$ cat config.mk
export PLATFORM = sky130hd
export DESIGN_NAME = dnn_result_collector
export DESIGN_NICKNAME = d
export VERILOG_FILES = /design/src/rtl/dnn_result_collector.sv
export SDC_FILE = /design/constraint.sdc
export NUM_CORES = 1
export LEC_CHECK = 0
export BUFFER_PORTS_ARGS = -buffer_cell sky130_fd_sc_hd__clkbuf_2
export CAP_MARGIN = 20
export CORE_MARGIN = 2
export CORE_UTILIZATION = 62
export DETAILED_ROUTE_END_ITERATION = 12
export PLACE_DENSITY = 0.93
export SLEW_MARGIN = 15
export SYNTH_ARGS = -nofsm -noshare
export SYNTH_HDL_FRONTEND = slang
export SYNTH_SLANG_ARGS = --single-unit
$ cat constraint.sdc
create_clock -name clk -period 5.35 [get_ports clk]
set_input_delay 0.2675 -clock clk [delete_from_list [all_inputs] [get_ports clk]]
set_output_delay 0.2675 -clock clk [all_outputs]
set_load 0.005 [all_outputs]
$ cat src/rtl/dnn_result_collector.sv
// Pairs the two DNN output-neuron results, classifies each pair (argmax + margin) and
// queues the results for the host. Optional half-pair timeout: define DNN_RESULT_TIMEOUT_EN.
module dnn_result_collector #(
    parameter int OUT_W       = 17,
    parameter int FIFO_DEPTH  = 4,
    parameter int TIMEOUT_CYC = 64
) (
    input  logic                          clk,
    input  logic                          rst_n,
    input  logic                          in0_ready,
    input  logic                          in1_ready,
    input  logic signed [OUT_W-1:0]       in0,
    input  logic signed [OUT_W-1:0]       in1,
    input  logic                          clr_err,
    input  logic                          res_ready,
    output logic                          res_valid,
    output logic                          res_class,
    output logic signed [OUT_W-1:0]       res_max,
    output logic [OUT_W:0]                res_margin,
    output logic [$clog2(FIFO_DEPTH):0]   fifo_cnt,
    output logic                          err_ovf,
    output logic                          err_dup,
    output logic                          err_tmo
);

    localparam int AW = $clog2(FIFO_DEPTH);
    localparam int EW = 2 * OUT_W + 2;
    localparam logic [AW:0] DEPTH_C = (AW + 1)'(FIFO_DEPTH);

    localparam logic [1:0] S_IDLE = 2'd0;
    localparam logic [1:0] S_HALF = 2'd1;
    localparam logic [1:0] S_PAIR = 2'd2;

    logic [1:0]              state;
    logic                    held_sel;
    logic signed [OUT_W-1:0] held_val;
    logic signed [OUT_W-1:0] pair0;
    logic signed [OUT_W-1:0] pair1;
    logic                    hit_match;
    logic                    hit_dup;
    logic                    tmo_fire;

    logic signed [OUT_W:0]   diff;
    logic                    cls;
    logic signed [OUT_W-1:0] winner;
    logic [OUT_W:0]          margin;
    logic [EW-1:0]           entry;

    logic [EW-1:0]           mem [FIFO_DEPTH];
    logic [EW-1:0]           last_q;
    logic [EW-1:0]           shown;
    logic [AW-1:0]           wr_ptr;
    logic [AW-1:0]           rd_ptr;
    logic [AW:0]             cnt;
    logic                    push;
    logic                    pop;
    logic                    full;
    logic                    push_ok;

    // held_sel: 0 = in0 is the held half, 1 = in1 is the held half
    always_comb begin
        hit_match = 1'b0;
        hit_dup   = 1'b0;
        if (state == S_HALF) begin
            hit_match = held_sel ? in0_ready : in1_ready;
            hit_dup   = held_sel ? in1_ready : in0_ready;
        end
    end

`ifdef DNN_RESULT_TIMEOUT_EN
    localparam int TW = $clog2(TIMEOUT_CYC + 1);

    logic [TW-1:0] tmo_cnt;

    assign tmo_fire = (state == S_HALF) && !hit_match && (tmo_cnt == TW'(TIMEOUT_CYC - 1));

    always_ff @(posedge clk or negedge rst_n) begin
        if (!rst_n) begin
            tmo_cnt <= '0;
        end else if (state != S_HALF) begin
            tmo_cnt <= '0;
        end else if (!tmo_fire) begin
            tmo_cnt <= tmo_cnt + TW'(1);
        end
    end

    always_ff @(posedge clk or negedge rst_n) begin
        if (!rst_n) begin
            err_tmo <= 1'b0;
        end else if (tmo_fire) begin
            err_tmo <= 1'b1;
        end else if (clr_err) begin
            err_tmo <= 1'b0;
        end
    end
`else
    assign tmo_fire = 1'b0;
    // constant 0 for any legal TIMEOUT_CYC; the counter only exists in the timeout build
    assign err_tmo  = (TIMEOUT_CYC < 0);
`endif

    // The pair is copied into pair0/pair1 on completion, so strobes arriving while
    // in PAIR can start the next pair without disturbing the one being pushed.
    always_ff @(posedge clk or negedge rst_n) begin
        if (!rst_n) begin
            state    <= S_IDLE;
            held_sel <= 1'b0;
            held_val <= '0;
            pair0    <= '0;
            pair1    <= '0;
        end else begin
            case (state)
                S_HALF: begin
                    if (hit_match) begin
                        state <= S_PAIR;
                        pair0 <= (!held_sel && !in0_ready) ? held_val : in0;
                        pair1 <= ( held_sel && !in1_ready) ? held_val : in1;
                    end else if (tmo_fire) begin
                        state    <= S_IDLE;
                        held_val <= '0;
                    end else if (hit_dup) begin
                        held_val <= held_sel ? in1 : in0;
                    end
                end
                default: begin
                    if (in0_ready && in1_ready) begin
                        state <= S_PAIR;
                        pair0 <= in0;
                        pair1 <= in1;
                    end else if (in0_ready) begin
                        state    <= S_HALF;
                        held_sel <= 1'b0;
                        held_val <= in0;
                    end else if (in1_ready) begin
                        state    <= S_HALF;
                        held_sel <= 1'b1;
                        held_val <= in1;
                    end else begin
                        state <= S_IDLE;
                    end
                end
            endcase
        end
    end

    // One extra bit keeps the difference exact; its sign is the class bit.
    always_comb begin
        diff   = {pair0[OUT_W-1], pair0} - {pair1[OUT_W-1], pair1};
        cls    = diff[OUT_W];
        winner = cls ? pair1 : pair0;
        margin = cls ? $unsigned(-diff) : $unsigned(diff);
        entry  = {cls, winner, margin};
    end

    assign push    = (state == S_PAIR);
    assign pop     = (cnt != '0) && res_ready;
    assign full    = (cnt == DEPTH_C);
    assign push_ok = push && (!full || pop);

    always_ff @(posedge clk) begin
        if (push_ok) begin
            mem[wr_ptr] <= entry;
        end
    end

    always_ff @(posedge clk or negedge rst_n) begin
        if (!rst_n) begin
            wr_ptr <= '0;
            rd_ptr <= '0;
            cnt    <= '0;
            last_q <= '0;
        end else begin
            if (push_ok) begin
                wr_ptr <= wr_ptr + AW'(1);
            end
            if (pop) begin
                rd_ptr <= rd_ptr + AW'(1);
                last_q <= mem[rd_ptr];
            end
            case ({push_ok, pop})
                2'b10:   cnt <= cnt + (AW + 1)'(1);
                2'b01:   cnt <= cnt - (AW + 1)'(1);
                default: cnt <= cnt;
            endcase
        end
    end

    always_ff @(posedge clk or negedge rst_n) begin
        if (!rst_n) begin
            err_ovf <= 1'b0;
            err_dup <= 1'b0;
        end else begin
            if (push && full && !pop) begin
                err_ovf <= 1'b1;
            end else if (clr_err) begin
                err_ovf <= 1'b0;
            end
            if (hit_dup) begin
                err_dup <= 1'b1;
            end else if (clr_err) begin
                err_dup <= 1'b0;
            end
        end
    end

    // When empty, the outputs keep showing the most recently popped entry.
    assign shown     = (cnt != '0) ? mem[rd_ptr] : last_q;
    assign res_valid = (cnt != '0);
    assign fifo_cnt  = cnt;
    assign {res_class, res_max, res_margin} = shown;

endmodule

* Word-level counts from Yosys, hierarchy flattened
Memories as Yosys holds them, arrays and structs flattened. Index checks and enable logic that the tools add are counted.
Word-level totals: memories kept 1, output and inout port bits 43, bits in writable memories 144, bits in registers 99
Cells by class: bitwise logic cells 2, add/subtract/negate cells 6, eq/ne operators 9, reduce and logical (&&, ||, !) cells 23, multiplexer cells 35
Memory list:
- mem | depth 4, width 36, rd ports 1, clocked after memory_dff 0, write ports 1, line 49 | logic [EW-1:0] mem [FIFO_DEPTH];
Operators by type and width (count):
- $mux 17 | 16
- $mux 36 | 1
- $mux 18 | 1
- $neg 18->18 | 1
- $sub 17x17->18 | 1
- $mux 1 | 13
- $reduce_bool 2->1 | 5
- $ne 2x2->1 const B | 4
- $logic_and 1x1->1 | 7
- $mux 2 | 3
- $pmux 3 s2 | 1
- $reduce_bool 3->1 | 2
- $logic_not 1->1 | 5
- $add 2x1->2 const B | 2
- $eq 2x1->1 const B | 2
- $eq 2x2->1 const B | 2
- $reduce_and 4->1 | 1
- $add 3x1->3 const B | 1
- $eq 3x3->1 const B | 1
- $reduce_and 3->1 | 1
- $sub 3x1->3 const B | 1
- $not 1->1 | 2
- $reduce_and 2->1 | 1
- $logic_or 1x1->1 | 1

* Longest topological paths before layout
word-level depth 6, depth in mapped cells 13

* Worst setup path after synthesis
Ideal clock, no wire load.
path kind register to register, start point register pair0[0], end point memory mem[0][17] (netlist name), data pin, cell stages (with the launch flop) 12, library setup time 0.167 ns, setup slack 2.407 ns, data arrival time 2.776 ns, path through dfrtp_1 -> inv_1 -> ha_1 -> fa_1 -> nand2b_1 -> a21oi_1 -> xnor2_1 -> or3b_1 -> nor4_4 -> nand4b_1 -> or4_1 -> nor2_1
On the way: cells in the longest elaborated chain, start to end 3
RTL lines:
- start: declaration | line 37 | logic signed [OUT_W-1:0] pair0;
- start signal: assignment | line 116 | pair0 <= (!held_sel && !in0_ready) ? held_val : in0;
- start signal: assignment | line 128 | pair0 <= in0;
- $sub 17x17->18 (*) | line 148 | diff = {pair0[OUT_W-1], pair0} - {pair1[OUT_W-1], pair1};
- $neg 18->18 | line 151 | margin = cls ? $unsigned(-diff) : $unsigned(diff);
- $mux 18 (*) | line 151
- via margin[17] | line 46 | logic [OUT_W:0] margin;
- end: declaration | line 49
The timed path passes the listed nets; every way through them passes the cells marked *.

* Worst setup path in the final report
start point register pair0[4], end point memory mem[0][13] (netlist name), data pin
Same word-level chain as after synthesis.

==> metrics.md <==
| Metric | Value |
|---|---|
| Status | `completed` |
| Std-Cell Rows | `49` |
| Via count | `7013` |
| Seq/Total Area, Yosys | `59.1%` |
| GPL Wtd Cong | `0.935` |
| Fmax | `270 MHz` |
| Critical path's largest stage delay | `480 ps` |
| Setup violations, final | `0` |
| Iteration-0 DRC Markers | `489` |
| Net count, final | `995` |
| Crit. End Element | `flop` |
| Final Hold Vio Count | `0` |
| Clock-pin slew on the worst setup and hold paths | `60 ps` |
| CP Launch Type | `flop` |
| Hold WC Path Type | `in2reg` |
| Measured slew at the worst slew-check pin | `1050 ps` |
| Synth warnings | `0` |
| DRC viols | `0` |
| First-pass DRT Iterations | `5` |
| Syn_nets | `911` |
| Worst path cell trace | `ha_1, o211a_1, a21boi_2, o211ai_2, a211oi_2, o21ai_1, a22oi_2, buf_4, inv_1, o21ai_0, xor2_1` |
| CP Buf/Inv Count | `2` |
| CTS sink count | `243` |
| Final Util | `71.9%` |
| Placed wire-length estimate | `15800 µm` |
| Final Max Slew Viols | `0` |
| Slew Limit Headroom | `29.8%` |
| Max cap viols | `0` |
| Cells after Synth | `845` |
| CTS tree | `done` |
| CTS Buf Count | `25` |
| Final hold slack | `41.3 ps` |
| Worst slack at placement | `1820 ps` |
| Clk root buf | `clkbuf_16` |
| Final period utilization | `69.4%` |
| Vias in the first global route | `7139` |
| Mapped Area | `11500 µm²` |
| Chip height | `140 µm` |
| Drt via density | `5.96` |
| CP max-delay cell | `a22oi_2` |
| Asr flop ratio synth | `40.7%` |
| Number of synthesized flops with an enable pin | `144` |
| # resized after CTS | `0` |
| Core area | `18100 µm²` |
| Die width | `140 µm` |
| Cell variety after synth | `61` |
| Boundary Pins | `83` |
| Final worst setup slack | `1640 ps` |
| Die Footprint | `19700 µm²` |
| Tmin final | `3710 ps` |
| CTS Buffer Depth | `3` |
| WL final | `23900 µm` |
| Largest net degree at the start of global routing | `70` |
| Antenna Nets Post-Route | `0` |
| Dominant synthesized flop cell | `edfxtp_1` |
| CTS HTree Levels | `1` |
| Worst Skew | `10.3 ps` |
| Antenna violations before repair | `0` |
| RSZ-0062 raised after global routing | `false` |
| Detailed-route wire length per cell | `20.3 µm` |
| Crit Path Max Fanout | `22` |
| GR Overflow Total | `0` |
| Initial Util | `63.6%` |
| Req. time, crit path | `5650 ps` |
| CP top delay family | `compound AO/OA/AOI/OAI gates` |
| Avg Synthesized Cell Area | `13.6 µm²` |
| P&R area growth vs syn | `13.0%` |
| Global-route wire length before repair | `38700 µm` |
| Clk_lat worst skew | `510 ps` |
| Critical Path AT | `4010 ps` |
| IO buf count | `81` |
| Number of synthesized register bits | `243` |
| Share of cells above drive strength 1 | `27.9%` |
| Ant diodes | `0` |
| GRT Resource Usage Total | `25.2%` |
| Critical path type | `reg2reg` |
| Setup TNS | `0 ps` |
[per-layer routing]
layer	track usage, %	vias to the layer above	wire length [µm]
li1	-	3279	-
met1	35.7	3422	10100
met2	41.1	269	11700
met3	4.31	43	1570
met4	6.91	0	517
met5	0	-	0
[final timing paths]
kind | from | end | slack, ps | cells after the start
setup / recovery | pair0[4] | mem[0][13] | 1640 | 11
hold / removal | in0_ready | held_sel | 40 | 2
setup reg to reg | pair0[4] | mem[0][13] | 1640 | 11
hold reg to reg | pair1[11] | pair1[11] | 480 | 2
max in group asynchronous | rst_n | pair1[15] | 3880 | 3
min in group asynchronous | rst_n | last_q[4] | 270 | 2
[per-stage QoR]
stage | cell area, µm² | cells
after global placement | 12200 | 1127
final | 13000 | 1176
after floorplan | 11500 | 845
after detailed placement | 12200 | 1128
after CTS | 13000 | 1175
after global routing | 13000 | 1176
[Yosys cell counts (20+ instances only)]
cell type  instances  area (µm²)
a21oi_1           20         100
clkbuf_1          26        97.6
dfrtp_1           99        2480
edfxtp_1         144        4320
ha_1              24         300
inv_1             38         143
mux2_2            73         822
mux2i_1           53         531
mux4_2            36         811
nand2_1           86         323
nor2_1            27         101
o21ai_0           79         395
xnor2_1           23         201
[kinds of logic after synthesis]
group / share of synthesized area, %
adder cells (fa/ha/maj): 2.96
XOR/XNOR: 2.43
buffers and inverters: 2.67
other: 0.0326
AO/OA/AOI/OAI: 7.63
flip-flops: 59.1
AND/OR/NAND/NOR: 6.39
multiplexers: 18.8
[layout make-up]
| cell class | count | area [µm²] |
|---|---|---|
| Clock buffer | 37 | 712 |
| Clock inverter | 8 | 91.3 |
| Fill cell | 1118 | 5080 |
| Inverter | 38 | 143 |
| Multi-Input combinational cell | 524 | 4430 |
| Sequential cell | 243 | 6800 |
| Tap cell | 229 | 287 |
| Timing Repair Buffer | 97 | 538 |
[worst reg2reg max path, stage by stage, from the launching register on]
cell and delay (ps):
dfrtp_1 400, ha_1 420, o211a_1 190, a21boi_2 280
o211ai_2 140, a211oi_2 260, o21ai_1 130, a22oi_2 480
buf_4 350, inv_1 290, o21ai_0 220, xor2_1 320
[state kept, by name, indices dropped and copies added, names as in the netlist, 2 cells and up]
register  count
wr_ptr        2
pair0        17
state         2
mem         144
pair1        17
last_q       36
fifo_cnt      3
rd_ptr        2
held_val     17
[timing repair]
action                    CTS  global route
hold buffers                2             0
hold endpoints to repair   37             0
setup buffers               0             0
[placed cells by master (no fill, tap or decap), types with 7 or more instances in the layout]
cell type,count
mux2_2,73
o21ai_0,79
nor2_1,26
nor3_1,7
a21oi_1,19
mux4_2,36
nand2_1,86
xnor2_1,23
mux2i_1,53
buf_4,13
clkbuf_16,26
clkbuf_2,81
clkbuf_1,9
dfrtp_1,98
ha_1,24
nand2b_1,7
inv_1,38
xor2_1,9
edfxtp_1,144
Power is left out: the tool's default activity adds up to more than one toggle a clock period on the data nets, which glitch-free logic cannot reach.
